===== src/rtl/dec_ctrl_pkg.sv =====
// Shared types and constants for the receive decimation-chain controller.
package dec_ctrl_pkg;

  localparam int unsigned RATE_LSB = 0;
  localparam int unsigned RATE_W   = 8;
  localparam int unsigned HB1_BIT  = 8;
  localparam int unsigned HB2_BIT  = 9;

  typedef enum logic [1:0] {
    ST_IDLE  = 2'd0,
    ST_RUN   = 2'd1,
    ST_FLUSH = 2'd2
  } state_e;

  typedef struct packed {
    logic [RATE_W-1:0] rate;
    logic              hb1_en;
    logic              hb2_en;
  } cfg_t;

  localparam cfg_t RST_CFG = '{rate: 8'd1, hb1_en: 1'b0, hb2_en: 1'b0};

  // Halfband 2 is only meaningful behind halfband 1, so its enable is masked.
  function automatic cfg_t decode_cfg(input logic [HB2_BIT:0] d);
    cfg_t c;
    c.rate   = d[RATE_LSB +: RATE_W];
    c.hb1_en = d[HB1_BIT];
    c.hb2_en = d[HB2_BIT] & d[HB1_BIT];
    return c;
  endfunction

endpackage


===== src/rtl/dec_chain_ctrl_if.sv =====
// Settings-bus, strobe and chain-control signals of the decimation-chain controller.
interface dec_chain_ctrl_if;
  logic        run;
  logic        set_stb;
  logic [7:0]  set_addr;
  logic [31:0] set_data;
  logic        strobe_in;
  logic        cic_stb;
  logic [7:0]  cic_rate;
  logic        hb1_bypass;
  logic        hb2_bypass;
  logic        chain_rst;
  logic        active;

  modport master (
    output run, set_stb, set_addr, set_data, strobe_in,
    input  cic_stb, cic_rate, hb1_bypass, hb2_bypass, chain_rst, active
  );

  modport slave (
    input  run, set_stb, set_addr, set_data, strobe_in,
    output cic_stb, cic_rate, hb1_bypass, hb2_bypass, chain_rst, active
  );
endinterface


===== src/rtl/dec_cfg_reg.sv =====
// Settings-bus decode: qualifies writes to this block and holds the shadow config.
module dec_cfg_reg
  import dec_ctrl_pkg::*;
#(
  parameter int unsigned SR_ADDR = 0
) (
  input  logic        clk,
  input  logic        rst,
  input  logic        set_stb_i,
  input  logic [7:0]  set_addr_i,
  input  logic [31:0] set_data_i,
  output logic        cfg_wr_o,
  output cfg_t        shadow_o
);

  cfg_t shadow_q, shadow_d;
  logic unused_data;

  assign unused_data = ^set_data_i[31:HB2_BIT+1];

  // A zero rate would never produce an output strobe, so such writes are dropped.
  always_comb begin
    cfg_wr_o = set_stb_i && (set_addr_i == 8'(SR_ADDR))
               && (set_data_i[RATE_LSB +: RATE_W] != '0);
    shadow_d = cfg_wr_o ? decode_cfg(set_data_i[HB2_BIT:0]) : shadow_q;
  end

  always_ff @(posedge clk or posedge rst) begin
    if (rst) shadow_q <= RST_CFG;
    else     shadow_q <= shadow_d;
  end

  assign shadow_o = shadow_q;

endmodule


===== src/rtl/dec_chain_ctrl.sv =====
// Rate controller and sequencer for the CIC + dual-halfband receive decimation chain.
module dec_chain_ctrl
  import dec_ctrl_pkg::*;
#(
  parameter int unsigned SR_ADDR      = 0,
  parameter int unsigned FLUSH_CYCLES = 16
) (
  input logic             clk,
  input logic             rst,
  dec_chain_ctrl_if.slave bus
);

  localparam logic [7:0] FLUSH_LAST = 8'(FLUSH_CYCLES - 1);

  state_e      state_q, state_d;
  logic [7:0]  flush_cnt_q, flush_cnt_d;
  logic [7:0]  rate_cnt_q, rate_cnt_d;
  logic [7:0]  cic_rate_q, cic_rate_d;
  logic        hb1_byp_q, hb1_byp_d;
  logic        hb2_byp_q, hb2_byp_d;
  logic        cic_stb_q, cic_stb_d;
  logic        chain_rst_q, chain_rst_d;
  logic        active_q, active_d;
  logic        cnt_wrap;
  logic        load_cfg;
  logic        cfg_wr;
  cfg_t        shadow;

  dec_cfg_reg #(
    .SR_ADDR(SR_ADDR)
  ) u_cfg (
    .clk        (clk),
    .rst        (rst),
    .set_stb_i  (bus.set_stb),
    .set_addr_i (bus.set_addr),
    .set_data_i (bus.set_data),
    .cfg_wr_o   (cfg_wr),
    .shadow_o   (shadow)
  );

  always_ff @(posedge clk or posedge rst) begin
    if (rst) begin
      state_q     <= ST_IDLE;
      flush_cnt_q <= '0;
      rate_cnt_q  <= '0;
      cic_rate_q  <= RST_CFG.rate;
      hb1_byp_q   <= ~RST_CFG.hb1_en;
      hb2_byp_q   <= ~RST_CFG.hb2_en;
      cic_stb_q   <= 1'b0;
      chain_rst_q <= 1'b1;
      active_q    <= 1'b0;
    end else begin
      state_q     <= state_d;
      flush_cnt_q <= flush_cnt_d;
      rate_cnt_q  <= rate_cnt_d;
      cic_rate_q  <= cic_rate_d;
      hb1_byp_q   <= hb1_byp_d;
      hb2_byp_q   <= hb2_byp_d;
      cic_stb_q   <= cic_stb_d;
      chain_rst_q <= chain_rst_d;
      active_q    <= active_d;
    end
  end

  // In IDLE a write arriving together with run defers the start by one clock,
  // so the new shadow lands while the chain is still held in reset.
  always_comb begin
    state_d     = state_q;
    flush_cnt_d = '0;
    rate_cnt_d  = '0;
    cnt_wrap    = 1'b0;
    load_cfg    = 1'b0;
    unique case (state_q)
      ST_IDLE: begin
        load_cfg = 1'b1;
        if (bus.run && !cfg_wr) state_d = ST_RUN;
      end
      ST_RUN: begin
        if (!bus.run) begin
          state_d = ST_IDLE;
        end else if (cfg_wr) begin
          state_d = ST_FLUSH;
        end else if (bus.strobe_in) begin
          if (rate_cnt_q == cic_rate_q - 8'd1) cnt_wrap = 1'b1;
          else                                  rate_cnt_d = rate_cnt_q + 8'd1;
        end else begin
          rate_cnt_d = rate_cnt_q;
        end
      end
      ST_FLUSH: begin
        if (!bus.run) begin
          state_d  = ST_IDLE;
          load_cfg = 1'b1;
        end else if (cfg_wr) begin
          flush_cnt_d = '0;
        end else if (flush_cnt_q == FLUSH_LAST) begin
          state_d  = ST_RUN;
          load_cfg = 1'b1;
        end else begin
          flush_cnt_d = flush_cnt_q + 8'd1;
        end
      end
      default: state_d = ST_IDLE;
    endcase
  end

  always_comb begin
    cic_stb_d   = cnt_wrap;
    chain_rst_d = (state_d != ST_RUN);
    active_d    = (state_d == ST_RUN);
    cic_rate_d  = load_cfg ? shadow.rate    : cic_rate_q;
    hb1_byp_d   = load_cfg ? ~shadow.hb1_en : hb1_byp_q;
    hb2_byp_d   = load_cfg ? ~shadow.hb2_en : hb2_byp_q;
  end

  assign bus.cic_stb    = cic_stb_q;
  assign bus.cic_rate   = cic_rate_q;
  assign bus.hb1_bypass = hb1_byp_q;
  assign bus.hb2_bypass = hb2_byp_q;
  assign bus.chain_rst  = chain_rst_q;
  assign bus.active     = active_q;

endmodule


===== src/flat_wrapper.sv =====
// flat-port wrapper written by rule: the top's interface ports become plain ports
module dec_chain_ctrl_flat import dec_ctrl_pkg::*;
#(
  parameter int unsigned SR_ADDR      = 0,
  parameter int unsigned FLUSH_CYCLES = 16
)
  (clk, rst, bus_run, bus_set_stb, bus_set_addr, bus_set_data, bus_strobe_in, bus_cic_stb, bus_cic_rate, bus_hb1_bypass, bus_hb2_bypass, bus_chain_rst, bus_active);
  dec_chain_ctrl_if bus_i ();
  input logic clk;
  input logic rst;
  input wire logic [$bits(bus_i.run)-1:0] bus_run;
  input wire logic [$bits(bus_i.set_stb)-1:0] bus_set_stb;
  input wire logic [$bits(bus_i.set_addr)-1:0] bus_set_addr;
  input wire logic [$bits(bus_i.set_data)-1:0] bus_set_data;
  input wire logic [$bits(bus_i.strobe_in)-1:0] bus_strobe_in;
  output wire logic [$bits(bus_i.cic_stb)-1:0] bus_cic_stb;
  output wire logic [$bits(bus_i.cic_rate)-1:0] bus_cic_rate;
  output wire logic [$bits(bus_i.hb1_bypass)-1:0] bus_hb1_bypass;
  output wire logic [$bits(bus_i.hb2_bypass)-1:0] bus_hb2_bypass;
  output wire logic [$bits(bus_i.chain_rst)-1:0] bus_chain_rst;
  output wire logic [$bits(bus_i.active)-1:0] bus_active;
  assign bus_i.run = bus_run;
  assign bus_i.set_stb = bus_set_stb;
  assign bus_i.set_addr = bus_set_addr;
  assign bus_i.set_data = bus_set_data;
  assign bus_i.strobe_in = bus_strobe_in;
  assign bus_cic_stb = bus_i.cic_stb;
  assign bus_cic_rate = bus_i.cic_rate;
  assign bus_hb1_bypass = bus_i.hb1_bypass;
  assign bus_hb2_bypass = bus_i.hb2_bypass;
  assign bus_chain_rst = bus_i.chain_rst;
  assign bus_active = bus_i.active;
  dec_chain_ctrl #(.SR_ADDR(SR_ADDR), .FLUSH_CYCLES(FLUSH_CYCLES)) u_core (.clk(clk), .rst(rst), .bus(bus_i));
endmodule

===== config.mk =====
export PLATFORM = sky130hd
export DESIGN_NAME = dec_chain_ctrl_flat
export DESIGN_NICKNAME = d
export VERILOG_FILES = /design/src/rtl/dec_ctrl_pkg.sv /design/src/rtl/dec_chain_ctrl_if.sv /design/src/rtl/dec_cfg_reg.sv /design/src/rtl/dec_chain_ctrl.sv /design/src/flat_wrapper.sv
export SDC_FILE = /design/constraint.sdc
export NUM_CORES = 1
export LEC_CHECK = 0
export ABC_AREA = 1
export BUFFER_PORTS_ARGS = -buffer_cell sky130_fd_sc_hd__buf_4
export CAP_MARGIN = 10
export CORE_MARGIN = 4
export CORE_UTILIZATION = 35
export CTS_CLUSTER_SIZE = 40
export DETAILED_ROUTE_END_ITERATION = 10
export GPL_ROUTABILITY_DRIVEN = 0
export GPL_TIMING_DRIVEN = 0
export PLACE_DENSITY = 0.6
export SYNTH_ARGS = -nofsm -noshare
export SYNTH_HDL_FRONTEND = slang
export SYNTH_SLANG_ARGS = --single-unit

===== constraint.sdc =====
create_clock -name clk -period 2.05 [get_ports clk]
set_input_delay 0.1025 -clock clk [delete_from_list [all_inputs] [get_ports clk]]
set_output_delay 0.1025 -clock clk [all_outputs]
set_load 0.02 [all_outputs]

==> out/metrics.cfg, run 1 <==
[outcome]
outcome=finished with violations
failed_checks=hold timing

[pwr]
p_sw_mw=0.447
vdd_ir_drop_max_mv=0.372
power_density_nw_per_um2=623
power.total_mw=1.61
pwr-share-seq_pct=53.4
netSwitchingFraction_pct=27.7
comb_power_share_pct=13.3
internal-power_mw=1.17
power_frac_clock_pct=33.3
total_leakage_power_nw=1.28

[timing]
slew_viol_final=0
worstMarginPinSlew_ns=0.847
hold-worst-slack_ns=-0.0191
finalSetupTns_ns=0
fin_crit_sh_pct=93.0
grt_setup_unrepaired=false
layout_setup_ws_ns=0.143
fin_skew_ns=0.00275
setup_viol=0
maxSlewHeadroom_pct=43.5
min_period_ns=1.91
max_freq_mhz=525
hold_viol=17

[layout]
layout.nets=354
syn_to_final_growth_pct=21.8
final_cell_count_no_fill=382
fin_area_um2=2590
drive_gt1_share_pct=23.1
num_antenna_cells=0

[cts]
h-tree-depth=2
postCtsSetupRepairBufs=0
cts.sinks=41
clock_path_buffers=2
root_buffer=clkbuf_8
numCtsBuffers=5
clk_pin_slew_ns=0.09
insertion_delay_ns=0.29
cts_tree=done

[job]
drv_cap=0

[global_routing]
grt_pass1_vias=1678
track_usage_pct=12.9
antenna_found_initial=0
grt_start_max_net_pins=42
grt_overflow_total=0
grt_pass1_wl_mm=7.66

[setup_path]
cpLargestDelayFamily=simple AND/OR/NAND/NOR gates
startpoint_type=flop
critical_path_class=flop to flop
critical_path_required_ns=2.22
crit_chain=inv_1, ha_4, inv_1, nand2_1, nand2_1, nor2_1, nand2_1, nor2_1, nand2_1, nor2_2, nand2_2, nand2_2, o21ai_1
worst-path-buf-inv=2
critPathMaxFanout=6
cp_slowest_stage_delay_ns=0.55
startpoint=u_core.bus.cic_rate[0]$_DFFE_PP1P_
slowest_stage=dfstp_2
crit_path_end_kind=flop
cpMostUsedCell=nand2_1
reg2reg_from=u_core.bus.cic_rate[0]$_DFFE_PP1P_
crit_arrival_ns=2.08

[logic_synthesis]
syn_nets=312
ys_top_cells_by_area=dfrtp_1 (42%), nand2_1 (12%), dfstp_2 (6.2%)
syn_area_per_cell_um2=8.06
synth-seq-area-share_pct=48.5
synthCells=264
yosys.cell_types.count=24
yosysWarnings=0
yosysTopAreaCellShare_pct=42.3
yosys.area.top_type=dfrtp_1
yosys_register_bits=41
netlist_area_um2=2130

[die]
rows=28
die_h_um=86.0
fp.coreArea_um2=5920
start_util_pct=35.9
fp.dieW_um=86.0
dieArea_um2=7390
io_pins=58

[drt]
wl_per_cell_um=11.6
vias_per_cell=4.60
drtPass1Iterations=4
drt_iter0_drc=66
wl_mm=4.45
route.detailed.drc=0
vias=1759
ant_nets=0

[placed_design]
dp.cells=374
placed_cell_area_um2=2480
dp_slack_ns=-0.00949
hpwl_mm=3.37
portBuffers=35

[min_path]
hp-class=input pin to asynchronous set/reset pin

-- kinds of logic (layout without fill, tap and decap cells) --
kind of cell               count (synthesis)  count (layout)  share of synthesized area (%)
and+or+nand+nor                          141             141                           30.3
buffers and inverters                     39              82                           7.58
AOI/OAI and AO/OA                         26              26                           6.11
adders and majority gates                  3               3                           1.76
xor gates and xnor gates                  14              14                           5.76
DFF                                       41              41                           48.5
-- power by group through the flow --
stage / logic, mW / clock network, mW / registers [mW]
detailed placement: 0.213 / 0 / 0.878
global route: 0.245 / 0.591 / 0.867
CTS: 0.214 / 0.552 / 0.862
finish: 0.215 / 0.537 / 0.863
global placement: 0.210 / 0 / 0.878
floorplan: 0.108 / 0 / 0.893
-- layout make-up --
type | count | area, um^2
Buffer | 3 | 26.3
Clock buffer | 5 | 68.8
Clock inverter | 3 | 17.5
Fill cell | 610 | 3330
Inverter | 36 | 135
Multi-Input combinational cell | 184 | 955
Sequential cell | 41 | 1030
Tap cell | 75 | 93.8
Timing Repair Buffer | 35 | 263
-- layout by cell type (no fill, tap or decap), types with 6 or more instances in the layout --
| cell | Yosys | final |
|---|---|---|
| nor2_1 | 28 | 27 |
| o21ai_0 | 12 | 12 |
| nand3_1 | 21 | 21 |
| xor2_1 | 10 | 10 |
| buf_4 | 0 | 35 |
| o21ai_1 | 8 | 8 |
| dfrtp_1 | 36 | 36 |
| a21oi_1 | 6 | 6 |
| nor2_2 | 8 | 9 |
| nand2_1 | 69 | 67 |
| inv_1 | 35 | 34 |
-- routing by layer --
metal / up-vias / wire [um] / track usage, %
met5: - / 0 / 0
met4: 0 / 65 / 4.89
met3: 6 / 199 / 2.31
met2: 35 / 2010 / 20.1
met1: 806 / 2170 / 17.9
li1: 912 / - / -
-- cell usage after synthesis --
master	instances
nand2_1	69
dfrtp_1	36
inv_1	35
nor2_1	28
nand3_1	21
o21ai_0	12
xor2_1	10
nor2_2	8
o21ai_1	8
a21oi_1	6
dfstp_2	5
xnor2_1	4
ha_1	3
nand2_4	3
nand3b_1	3
nor3_2	3
buf_6	2
nor3_1	2
and3_1	1
clkbuf_1	1
inv_2	1
nand3_2	1
nand4_1	1
or3_1	1
-- state kept, by name, summed over array words and instances, names as in the netlist --
register	flops
u_core.u_cfg.shadow_o	10
u_core.bus.cic_rate	8
u_core.flush_cnt_q	8
u_core.rate_cnt_q	8
u_core.state_q	2
u_core.bus.active	1
u_core.bus.chain_rst	1
u_core.bus.cic_stb	1
u_core.bus.hb1_bypass	1
u_core.bus.hb2_bypass	1
-- metrics by stage --
| stage | utilization [%] | hold slack (ns) |
|---|---|---|
| 5_1_grt | 43.8 | 0.0125 |
| 3_5_place_dp | 42.0 | 0.322 |
| 2_1_floorplan | - | 0.212 |
| 3_3_place_gp | 42.0 | 0.312 |
| 6_report | 43.8 | -0.0191 |
| 4_1_cts | 43.5 | 0.0161 |
-- final timing paths --
check                                                        to  slack [ns]  cells after the start
setup / recovery               u_core.rate_cnt_q[3]$_DFFE_PP0P_        0.14                     13
hold / removal                 u_core.rate_cnt_q[2]$_DFFE_PP0P_       -0.02                      2
setup reg to reg               u_core.rate_cnt_q[3]$_DFFE_PP0P_        0.14                     13
hold reg to reg               u_core.bus.hb2_bypass$_DFFE_PP1P_        0.42                      1
max in group asynchronous    u_core.bus.cic_rate[2]$_DFFE_PP0P_        1.53                      2
min in group clk           u_core.u_cfg.shadow_o[1]$_DFFE_PP0P_        0.02                      3
-- timing repair --
action	4_1_cts	5_1_grt
setup endpoints to repair	1	7
hold buffers	0	0
gates resized for setup	1	3
No activity file was read; power rests on OpenSTA's default activity.
==> run 2, diff against run 1 <==
--- a/config.mk
+++ b/config.mk
@@ -5,7 +5,6 @@
 export SDC_FILE = /design/constraint.sdc
 export NUM_CORES = 1
 export LEC_CHECK = 0
-export ABC_AREA = 1
 export BUFFER_PORTS_ARGS = -buffer_cell sky130_fd_sc_hd__buf_4
 export CAP_MARGIN = 10
 export CORE_MARGIN = 4
==> out/metrics.cfg, run 2 <==
[drt]
ant_nets=0  ; unchanged
drtPass1Iterations=4  ; unchanged
route.detailed.drc=0  ; unchanged
wl_mm=4.24  ; -4.6%
wl_per_cell_um=13.7  ; +18%
drt_iter0_drc=62  ; -6.1%
vias_per_cell=4.92  ; +6.9%
vias=1521  ; -14%

[cts]
cts.sinks=41  ; unchanged
insertion_delay_ns=0.29  ; about the same
root_buffer=clkbuf_8
cts_tree=done
h-tree-depth=2  ; unchanged
clk_pin_slew_ns=0.08  ; about the same
clock_path_buffers=2  ; unchanged
numCtsBuffers=5  ; unchanged

[pwr]
power_frac_clock_pct=33.9  ; +0.6 points
total_leakage_power_nw=1.19  ; -6.8%
internal-power_mw=1.27  ; +8.7%
power_density_nw_per_um2=633  ; +1.6%
p_sw_mw=0.415  ; -7.2%
pwr-share-seq_pct=51.3  ; -2.1 points
vdd_ir_drop_max_mv=0.354  ; -4.8%
power.total_mw=1.68  ; +4.3%
comb_power_share_pct=14.9  ; +1.6 points
netSwitchingFraction_pct=24.6  ; -3.1 points

[outcome]
failed_checks=hold timing
outcome=finished with violations

[min_path]
hp-class=input pin to asynchronous set/reset pin

[layout]
final_cell_mix=buf_4 (38), dfrtp_1 (32), mux2_2 (16)
seq_area_um2=1040  ; +0.48%
fillers=555  ; -9.0%
drive_gt1_share_pct=38.4  ; +15 points
final_cell_count_no_fill=309  ; -19%
num_antenna_cells=0  ; unchanged
layout.nets=284  ; -20%
final_util_pct=46.9  ; +3.1 points
multi_input_comb_area_um2=1060  ; +11%
mostFrequentLayoutCell=buf_4
largest_reg_flops=10  ; unchanged
syn_to_final_growth_pct=26.7
fin_area_um2=2660  ; +2.7%

[setup_path]
critical_path_required_ns=2.24  ; +0.02 ns
startpoint_type=flop
worst-path-buf-inv=1  ; -1
critical_path_class=flop to flop
cp_slowest_stage_delay_ns=0.53  ; -0.02 ns
r2r-end=u_core.rate_cnt_q[7]$_DFFE_PP0P_
crit_arrival_ns=2.15  ; +0.07 ns
r2r_slack_ns=0.09  ; -0.05 ns
crit_path_end_kind=flop
critPathMaxFanout=8  ; +2
r2r.worst_path.cells=8  ; -5
startpoint=u_core.bus.cic_rate[0]$_DFFE_PP1P_
cpLargestDelayFamily=compound AO/OA/AOI/OAI gates
reg2reg_from=u_core.bus.cic_rate[0]$_DFFE_PP1P_
slowest_stage=dfstp_2
crit_chain=inv_1, ha_4, nand2b_4, a21oi_2, a31oi_1, o2111ai_2, a21oi_4, a2111oi_4

[global_routing]
grt_overflow_total=0  ; unchanged
antenna_found_initial=0  ; unchanged
track_usage_pct=12.4  ; -0.53 points
grt_start_max_net_pins=42  ; unchanged
grt_pass1_vias=1564  ; -6.8%
grt_pass1_wl_mm=7.37  ; -3.8%

[timing]
hold_viol=10  ; -7
worstMarginPinSlew_ns=0.849  ; +0.00276 ns
hold-worst-slack_ns=-0.0151  ; +0.00402 ns
setup_viol=0  ; unchanged
max_freq_mhz=511  ; -2.5%
fin_skew_ns=0.00974  ; +0.00699 ns
finalSetupTns_ns=0  ; unchanged
fin_crit_sh_pct=95.4  ; +2.4 points
slew_viol_final=0  ; unchanged
maxSlewHeadroom_pct=43.3  ; -0.18 points
min_period_ns=1.96  ; +0.0498 ns
layout_setup_ws_ns=0.0937  ; -0.0498 ns

[die]
fp.dieW_um=85.5  ; -0.62%
rows=27  ; -3.6%
start_util_pct=37.0  ; +1.0 points
die_h_um=85.5  ; -0.62%
fp.coreArea_um2=5680  ; -4.1%
io_pins=58  ; unchanged
dieArea_um2=7300  ; -1.2%

[logic_synthesis]
yosysTopAreaCellShare_pct=42.9  ; +0.58 points
yosys.area.top_type=dfrtp_1
yosys_register_bits=41  ; unchanged
syn_nets=237  ; -24%
ys.flop_type=dfrtp_1
synthCells=189  ; -28%
yosysWarnings=0  ; unchanged
synth-seq-area-share_pct=49.2  ; +0.66 points
netlist_area_um2=2100  ; -1.4%
synth_edf_count=0  ; unchanged
ys_top_cells_by_area=dfrtp_1 (43%), mux2_2 (8.6%), dfstp_2 (6.3%)
yosys-top-cells-count=dfrtp_1 (36), mux2_2 (16), nor2_1 (14), xnor2_1 (12), nand3_1 (11)
synth-async-reset-ratio_pct=100  ; unchanged
syn_area_per_cell_um2=11.1  ; +38%
yosys.cell_count.top_type=dfrtp_1
yosys.cell_types.count=44  ; +83%

[placed_design]
hpwl_mm=2.99  ; -11%
dp.cells=296  ; -21%
dp_slack_ns=-0.0562  ; -0.0468 ns
portBuffers=35  ; unchanged
placed_cell_area_um2=2460  ; -0.96%

[job]
drv_cap=0  ; unchanged

-- run 2: how the worst max path moves through the flow --
stage / endpoint / slack, ns / depth (start not counted)
after floorplan: u_core.rate_cnt_q[7]$_DFFE_PP0P_ / 0.04 / 8
after global placement: u_core.rate_cnt_q[1]$_DFFE_PP0P_ / -0.02 / 7
after detailed placement: u_core.rate_cnt_q[1]$_DFFE_PP0P_ / -0.06 / 7
after CTS: u_core.bus.cic_rate[1]$_DFFE_PP0P_ / 0.01 / 6
after global routing: u_core.rate_cnt_q[7]$_DFFE_PP0P_ / -0.01 / 8
final: u_core.rate_cnt_q[7]$_DFFE_PP0P_ / 0.09 / 8
-- run 2: kinds of logic after synthesis --
group / count (synthesis) / synth area share (%)
multiplexers: 18 / 9.54
XOR/XNOR: 18 / 7.87
AO/OA/AOI/OAI: 26 / 10.5
flip-flops: 41 / 49.2
adder cells (fa/ha/maj): 3 / 1.79
AND/OR/NAND/NOR: 69 / 17.9
buffers and inverters: 14 / 3.22
-- run 2: what timing repair did --
item,CTS,global route
setup buffers,1,3
gates cloned,0,1
resized for setup,0,10
endpoints found under the setup margin,8,17
hold buffers,0,0
pin swaps,0,3
-- run 2: final cells by class --
| type | count | share of cell area [%] |
|---|---|---|
| flip-flops and latches | 41 | 39.0 |
| plain buffers | 4 | 1.13 |
| clock inverters | 1 | 0.188 |
| clock buffers | 7 | 3.62 |
| inverters | 10 | 1.41 |
| repair buffers | 39 | 11.5 |
| well taps | 72 | 3.39 |
| multi-input cells | 135 | 39.8 |
-- run 2: layer usage --
metal / global-route usage, % / wire length, um / up-vias
met2: 19.1 / 1920 / 32
met4: 3.02 / 39 / 0
li1: - / - / 767
met1: 17.1 / 2060 / 717
met5: 0 / 0 / -
met3: 3.69 / 222 / 5
-- run 2: power by group through the flow --
stage	logic, mW	registers (mW)	clock network (mW)
final	0.250	0.863	0.570
after global placement	0.216	0.878	0
after global routing	0.276	0.868	0.629
after floorplan	0.126	0.886	0
after detailed placement	0.219	0.878	0
after CTS	0.224	0.860	0.593
